--- config.mk ---
export PLATFORM = sky130hd
export DESIGN_NAME = pc_gen
export DESIGN_NICKNAME = d
export VERILOG_FILES = /design/src/rtl/pc_gen_pkg.sv /design/src/rtl/pc_gen.sv
export SDC_FILE = /design/constraint.sdc
export NUM_CORES = 1
export LEC_CHECK = 0
export ABC_CLOCK_PERIOD_IN_PS = 1700
export CORE_ASPECT_RATIO = 1.25
export CORE_UTILIZATION = 40
export DETAILED_ROUTE_END_ITERATION = 7
export PLACE_DENSITY_LB_ADDON = 0.2
export REMOVE_ABC_BUFFERS = 1
export SLEW_MARGIN = 20
export SYNTH_ARGS = -nofsm -noshare
export SYNTH_HDL_FRONTEND = slang
export SYNTH_SLANG_ARGS = --single-unit
--- constraint.sdc ---
create_clock -name clk -period 1.7 [get_ports clk]
set_input_delay 0.17 -clock clk [delete_from_list [all_inputs] [get_ports clk]]
set_output_delay 0.17 -clock clk [all_outputs]
set_load 0.02 [all_outputs]
--- src/rtl/pc_gen_pkg.sv ---
// pc_gen_pkg: shared defaults and FSM encoding for the front-end PC generator.
package pc_gen_pkg;
    localparam int          XLEN_D       = 32;
    localparam logic [31:0] RESET_PC_D   = 32'h0000_0000;
    localparam int          STEP_D       = 4;
    localparam int          ALIGN_BITS_D = 2;
    localparam int          CNT_W_D      = 32;
    localparam logic [1:0]  BOOT   = 2'd0;
    localparam logic [1:0]  RUN    = 2'd1;
    localparam logic [1:0]  HALTED = 2'd2;
endpackage

--- src/rtl/pc_gen.sv ---
// pc_gen: fetch PC register, next-PC priority mux, run/halt FSM and accepted-fetch counter.
module pc_gen
    import pc_gen_pkg::*;
#(
    parameter int               XLEN       = XLEN_D,
    parameter logic [XLEN-1:0]  RESET_PC   = XLEN'(RESET_PC_D),
    parameter int               STEP       = STEP_D,
    parameter int               ALIGN_BITS = ALIGN_BITS_D,
    parameter int               CNT_W      = CNT_W_D
) (
    input  logic             clk,
    input  logic             rst,
    input  logic             stall,
    input  logic             redirect_valid,
    input  logic [XLEN-1:0]  redirect_pc,
    input  logic             trap_valid,
    input  logic [XLEN-1:0]  trap_pc,
    input  logic             halt_req,
    input  logic             resume,
    output logic             fetch_valid,
    input  logic             fetch_ready,
    output logic [XLEN-1:0]  fetch_pc,
    output logic [XLEN-1:0]  pc_plus_step,
    output logic             misalign,
    output logic [XLEN-1:0]  misalign_pc,
    output logic [CNT_W-1:0] fetch_count,
    output logic             halted
);
    localparam logic [XLEN-1:0] ALIGN_MASK = {XLEN{1'b1}} << ALIGN_BITS;

    logic [1:0]      state_q, state_d;
    logic [XLEN-1:0] pc_d;
    logic            accept, redir_ok, redir_bad;

    assign fetch_valid  = (state_q == RUN) && !stall;
    assign accept       = fetch_valid && fetch_ready;
    assign pc_plus_step = fetch_pc + XLEN'(STEP);
    assign halted       = state_q == HALTED;
    // A trap supersedes any redirect, so a misaligned redirect under a trap is not reported.
    assign redir_ok     = redirect_valid && !trap_valid && ~|redirect_pc[ALIGN_BITS-1:0];
    assign redir_bad    = redirect_valid && !trap_valid && |redirect_pc[ALIGN_BITS-1:0];

    always_comb begin
        pc_d    = trap_valid ? (trap_pc & ALIGN_MASK) :
                  redir_ok   ? redirect_pc :
                  accept     ? pc_plus_step : fetch_pc;
        state_d = state_q == BOOT ? RUN :
                  state_q == RUN  ? ((halt_req && !trap_valid) ? HALTED : RUN) :
                  (resume && !halt_req) ? RUN : HALTED;
    end

    always_ff @(posedge clk) begin
        if (rst) begin
            state_q     <= BOOT;
            fetch_pc    <= RESET_PC;
            misalign    <= 1'b0;
            misalign_pc <= '0;
            fetch_count <= '0;
        end else begin
            state_q     <= state_d;
            fetch_pc    <= pc_d;
            misalign    <= redir_bad;
            if (redir_bad)
                misalign_pc <= redirect_pc;
            if (accept)
                fetch_count <= fetch_count + CNT_W'(1);
        end
    end
endmodule

==> results of run 1 <==
logic make-up after synthesis:
family	after synthesis	share of synthesized area (%)
flops	99	38.0
simple gates	300	29.4
fa+ha+maj	2	0.480
xor+xnor	51	8.57
compound gates	141	17.8
buf+inv	50	4.37
mux	7	1.44
registers in the layout, summed over array words and instances, names as in the netlist, named ones only:
name / cells
fetch_count: 32
misalign_pc: 32
fetch_pc: 30
state_q: 2
misalign: 1
cell usage in the layout (no fill, tap or decap), types with 4 or more instances in the layout:
cell type and count:
a211oi_1 4, a211oi_2 5, a21oi_1 50, a22oi_1 7, a31o_2 4, and3_1 11, buf_12 6, buf_2 5
buf_4 161, buf_6 34, clkbuf_16 9, clkdlybuf4s50_1 149, dfxtp_1 77, dfxtp_2 22, dlygate4sd2_1 11, dlymetal6s2s_1 11
inv_1 4, mux2_2 4, nand2_1 105, nand3_1 19, nand3_2 8, nand3_4 7, nand4_1 20, nor2_1 55
nor2_4 5, nor2b_1 6, nor3_1 6, nor3_4 4, nor4_4 8, o211ai_1 6, o21ai_0 13, o21ai_1 4
o221ai_1 4, o22ai_1 5, or4_1 4, xnor2_1 19, xnor2_2 9, xor2_1 16, xor2_2 4
timing repair:
item / in CTS / in global routing
buffers inserted: 23 / 17
resized for setup: 234 / 109
setup endpoints to repair: 57 / 80
pin swaps: 42 / 45
cloned: 0 / 0
worst min path at each step:
stage,from,to,slack (ns),cells past startpoint
6_report,rst,fetch_pc[6],0.12,2
5_1_grt,rst,fetch_pc[6],0.12,2
4_1_cts,rst,misalign_pc[6],0.11,2
3_5_place_dp,misalign_pc[22],misalign_pc[22],0.45,2
3_3_place_gp,misalign_pc[24],misalign_pc[24],0.44,2
2_1_floorplan,rst,fetch_count[1],0.24,1
routing by layer:
layer | vias up | GRT usage [%] | part of all wire (%)
met3 | 75 | 8.20 | 7.8
met1 | 3159 | 32.4 | 37
met5 | - | 0 | 0
met4 | 0 | 15.6 | 4.2
met2 | 355 | 56.2 | 51
li1 | 3041 | - | -
power by group through the flow:
stage	clock network, mW	registers, mW	logic, mW
finish	2.04	2.51	1.56
global route	2.17	2.51	1.64
CTS	2.05	2.49	1.47
detailed placement	0	2.53	1.45
global placement	0	2.52	1.43
floorplan	0	2.68	0.403
worst max-delay path, stage by stage (launching register included):
cell	delay, ns
dfxtp_2	0.36
ha_4	0.14
and3_4	0.18
nand4_1	0.17
buf_6	0.19
o31a_1	0.26
or2_4	0.26
buf_6	0.13
per-stage QoR:
step | instances | hold slack (ns) | setup WS [ns]
after floorplan | 605 | 0.239 | -0.557
after global placement | 1113 | 0.441 | -0.559
after detailed placement | 1113 | 0.446 | -0.580
after CTS | 1152 | 0.112 | -0.420
after global routing | 1167 | 0.118 | -0.527
final | 1167 | 0.116 | -0.497
layout make-up:
cell class	instances	area, µm²	area share, %
multi-input combinational	501	3650	37.8
sequential	99	2010	20.8
timing repair buffer	378	3480	36.0
clock buffer	9	225	2.33
tap	168	210	2.18
clock inverter	7	68.8	0.712
inverter	5	18.8	0.194
==> run metrics, run 1 <==
Final min period 2.20 ns; most common cell in the netlist nand2_1; Max-Cap Viols 0; total power 6.10 mW; Async S/R FF share, synth 0%; Synth warnings 0; initial cell density of the core 41.0%; initial antenna violation count 0; Synth top cells by count 109 x nand2_1, 99 x dfxtp_1, 62 x nor2_1; Achievable Freq 455 MHz; Post-synth EDFFs 0; CP startpoint kind register; Worst EP arrival 2.03 ns; Fin Setup TNS -10.38 ns; CP max FO 5; CP Capture Type output port; vias in the first global route 6604; r2r startpoint fetch_pc[3]; RSZ-0062 raised after global routing true; CP Launch Point fetch_pc[2]; Pre-antenna DRT Iters 4; Max VDD drop 500 µV; # diodes 0; post-synth top area share 38.0%; Pint 4.32 mW; Cell variety after synth 67; PortBufs 200; worst path required time 1.53 ns; first-pass GRT wire length ~33000 µm; Mapped Area 5220 µm²; Post-route DRC 0; reg2reg setup slack -0.36 ns; Clock Sinks 99; post-synthesis cell count 650; worst reg2reg path endpoint fetch_pc[9]; post-DP HPWL 15200 µm; core area 12700 µm²; Syn Area/Cell 8.02 µm²; Die H approximately 130 µm; final hold violation count 0; GR Util All Layers between 30% and 40%; Final Cycle Share 129%; width of the die roughly 100 µm; Clk pin slew, worst setup/hold paths roughly 0.07 ns; Synth area leaders dfxtp_1 38%, nand2_1 7.8%, a21oi_1 5.1%, xnor2_1 5.0%, nor2_1 4.5%; clock share of power roughly a third; first-iteration detailed-routing DRC count between 300 and 400; via total after detailed routing 6630; Tightest Hold Check Type in -> reg; standard-cell rows 46; Setup CP Type reg -> out; Final Skew 0.00552 ns; gp weighted congestion 0.840; fill count 891; htree depth 3; pwr dens roughly 630 nW/µm²; crit path to pc_plus_step[20]; I/O pins between 200 and 250; count of state elements after synthesis a little under 100; design area 9660 µm²; register area share after synthesis about two fifths; Setup WS post-layout -0.497 ns; clk_lat worst skew 0.34 ns; Switch Pwr 1.78 mW; combinational power share 25.6%; clk root buf clkbuf_16; Final ANT Viol Nets 0; TritonCTS Buffers 9; worst slew pin tran between 0.5 and 0.6 ns; fin. max-slew vios 0; outcome finished with violations; Final Setup Violations between 50 and 60; Synth-to-Final Area Change 85.2%; CTS tree yes; CTS Hold Buffers Added 0; Reg2Reg Depth 12; ratio of cells with drive above 1 in the final layout 35.0%; sequential share of power 41.1%; vias per cell approximately 5.7; routed wire length between 20000 and 25000 µm; total grt overflow 0; LEAKAGE 4.19 nW; Die Area 13500 µm²; Primary FF master, synth dfxtp_1; Max-slew headroom 62.2%; cell taking the most area after synthesis dfxtp_1; Max clock buf depth 2; largest net degree at the start of global routing 52; WL per Instance 19.3 µm; Layout Nets 1068; failing checks negative setup slack; Placed Area 8340 µm²; Net Sw Frac 29.2%; final core occ 75.9%
Power figures use the tool's default switching activity.
==> inputs of run 2 (changes only) <==
--- a/config.mk
+++ b/config.mk
@@ -10,7 +10,6 @@
 export CORE_UTILIZATION = 40
 export DETAILED_ROUTE_END_ITERATION = 7
 export PLACE_DENSITY_LB_ADDON = 0.2
-export REMOVE_ABC_BUFFERS = 1
 export SLEW_MARGIN = 20
 export SYNTH_ARGS = -nofsm -noshare
 export SYNTH_HDL_FRONTEND = slang
==> run 2 against run 1 <==
Compared with the run above:
- the run still ends with negative setup slack left
- core utilization increased by 3.8 points
- worst setup slack improved by 0.095 ns
- maximum frequency increased by 4.5%
- register-to-register slack improved by 0.04 ns
- wire length increased by 6.7%
- die area unchanged
- sequential share of layout area decreased by 0.58 points
- non-clock buffer count increased by 13
- global-route usage increased by 1.6 points
- count of clock-buffer cells in the layout increased by 2
- design area increased by 5.0%
- critical path type unchanged
==> run metrics, run 2 (synthesis gave the netlist of run 1 again) <==
fin. max-slew vios 0 (unchanged); largest net degree at the start of global routing 43 (was 52); vias per cell 5.73 (was 5.68); total power 6.31 mW (was 6.10 mW); failing checks negative setup slack (unchanged); width of the die 104 µm (unchanged); min-delay src rst (unchanged); ratio of cells with drive above 1 in the final layout 39.7% (was 35.0%); routed wire length 24100 µm (was 22600 µm); pwr dens 622 nW/µm² (was 632 nW/µm²); core area 12700 µm² (unchanged); Switch Pwr 1.89 mW (was 1.78 mW); PortBufs 200 (unchanged); TritonCTS Buffers 9 (unchanged); vias in the first global route 6680 (was 6604); Worst EP arrival 1.93 ns (was 2.03 ns); WL per Instance 20.4 µm (was 19.3 µm); Max-Cap Viols 0 (unchanged); total grt overflow 0 (unchanged); CP startpoint kind register (unchanged); initial cell density of the core 41.0% (unchanged); Pint 4.42 mW (was 4.32 mW); first-pass GRT wire length 33900 µm (was 32600 µm); CTS tree yes (unchanged); Final Hold Slack 0.137 ns (was 0.116 ns); combinational power share 26.2% (was 25.6%); Die Area 13500 µm² (unchanged); I/O pins 203 (unchanged); worst path required time 1.53 ns (about the same); LEAKAGE 4.38 nW (was 4.19 nW); Post-route DRC 0 (unchanged); Final min period 2.10 ns (was 2.20 ns); Layout Nets 1083 (was 1068); Placed Area 8700 µm² (was 8340 µm²); Synth Net Count between 700 and 800; worst reg2reg path endpoint fetch_pc[26] (was fetch_pc[9]); Die H 130 µm (unchanged); Net Sw Frac 29.9% (was 29.2%); CP Capture Type output port (unchanged); Clk pin slew, worst setup/hold paths 0.07 ns (about the same); Top Registers fetch_count (32), misalign_pc (32), fetch_pc (30) (unchanged); clk_lat worst skew 0.37 ns (was 0.34 ns); Setup CP Type reg -> out (unchanged); Tightest Hold Check Type in -> reg (unchanged); Synth-to-Final Area Change 94.4% (was 85.2%); leading cell type in the layout, fill and taps excluded buf_4 (unchanged); Final Setup Violations 50 (was 52); Max clock buf depth 2 (unchanged); Max VDD drop 517 µV (was 500 µV); standard-cell rows 46 (unchanged); reg2reg setup slack -0.32 ns (was -0.36 ns); gp weighted congestion 0.890 (was 0.840); clk root buf clkbuf_16 (unchanged); Final Skew 0.00901 ns (was 0.00552 ns); sequential share of power 39.6% (was 41.1%); Final Cycle Share 124% (was 129%); fill count 841 (was 891); design area 10100 µm² (was 9660 µm²); Hold Path Depth 2 (unchanged); final hold violation count 0 (unchanged); initial antenna violation count 1 (was 0); via total after detailed routing 6779 (was 6630); Achievable Freq 476 MHz (was 455 MHz); worst slew pin tran 0.547 ns (was 0.567 ns); area of the multi-input gates 3920 µm² (was 3650 µm²); CTS Hold Buffers Added 0 (unchanged); Clock Sinks 99 (unchanged); htree depth 3 (unchanged); Setup WS post-layout -0.402 ns (was -0.497 ns); outcome finished with violations (unchanged); RSZ-0062 raised after global routing true (unchanged); r2r startpoint fetch_pc[13] (was fetch_pc[3]); Reg2Reg Depth 9 (was 12); clock share of power 34.2% (was 33.4%); CP max FO 6 (was 5); post-DP HPWL 15900 µm (was 15200 µm); highest-count cells in the layout ignoring fill and taps 168 x buf_4, 148 x clkdlybuf4s50_1, 103 x nand2_1 (was 161 x buf_4, 149 x clkdlybuf4s50_1, 105 x nand2_1); FF/Latch Area 2050 µm² (was 2010 µm²); Max-slew headroom 63.5% (was 62.2%); Final ANT Viol Nets 0 (unchanged); Min-Delay Endpoint fetch_count[31] (was fetch_pc[6]); Pre-antenna DRT Iters 6 (was 4); GR Util All Layers 32.2% (was 30.6%); first-iteration detailed-routing DRC count 546 (was 366)
==> run 2: metrics by stage <==
stage	setup TNS (ns)	setup WS, ns	std cells	utilization [%]
final	-9.10	-0.402	1183	79.7
after global routing	-11.83	-0.453	1183	79.7
after CTS	-8.17	-0.451	1162	74.8
after detailed placement	-32.41	-0.530	1120	68.4
after global placement	-28.78	-0.499	1120	68.4
after floorplan	-0.887	-0.157	650	-
==> run 2: timing repair <==
action,4_1_cts,5_1_grt
buffers inserted,28,20
pin swaps,44,61
setup endpoints to repair,57,81
hold endpoints to repair,0,0
gates resized for setup,236,101
gates cloned,1,2
==> run 2: how the worst max path moves through the flow <==
stage,startpoint,end,cells after the start
2_1_floorplan,fetch_pc[13],pc_plus_step[31],6
6_report,fetch_pc[13],pc_plus_step[26],7
3_3_place_gp,fetch_pc[22],pc_plus_step[27],7
5_1_grt,fetch_pc[3],pc_plus_step[22],7
4_1_cts,fetch_pc[10],pc_plus_step[29],6
3_5_place_dp,fetch_pc[21],pc_plus_step[27],7
==> run 2: area by class of cell <==
cell class	count	area share, %
multi-input cells	503	38.7
repair buffers	391	35.9
flip-flops and latches	99	20.2
clock buffers	11	2.39
well taps	168	2.07
clock inverters	5	0.580
inverters	5	0.185
diodes	1	0.0247
==> run 2: power by group through the flow <==
stage          Combinational [mW]  Sequential [mW]  Clock (mW)
3_3_place_gp                 1.48             2.54           0
2_1_floorplan               0.514             2.69           0
5_1_grt                      1.73             2.51        2.26
3_5_place_dp                 1.50             2.54           0
4_1_cts                      1.56             2.49        2.16
6_report                     1.65             2.50        2.16
==> run 2: layer usage <==
metal	share of wire, %	global-route usage (%)
met5	0	0
met2	54	59.6
met1	36	35.8
met3	6.3	5.58
met4	3.9	16.1
==> run 2: critical path, stage by stage, from the launching register on <==
cell and delay, ns:
dfxtp_4 0.35, nand4_1 0.14, nor4_4 0.37, buf_6 0.19, buf_4 0.12, nand4_4 0.09
xnor2_2 0.15, buf_4 0.15
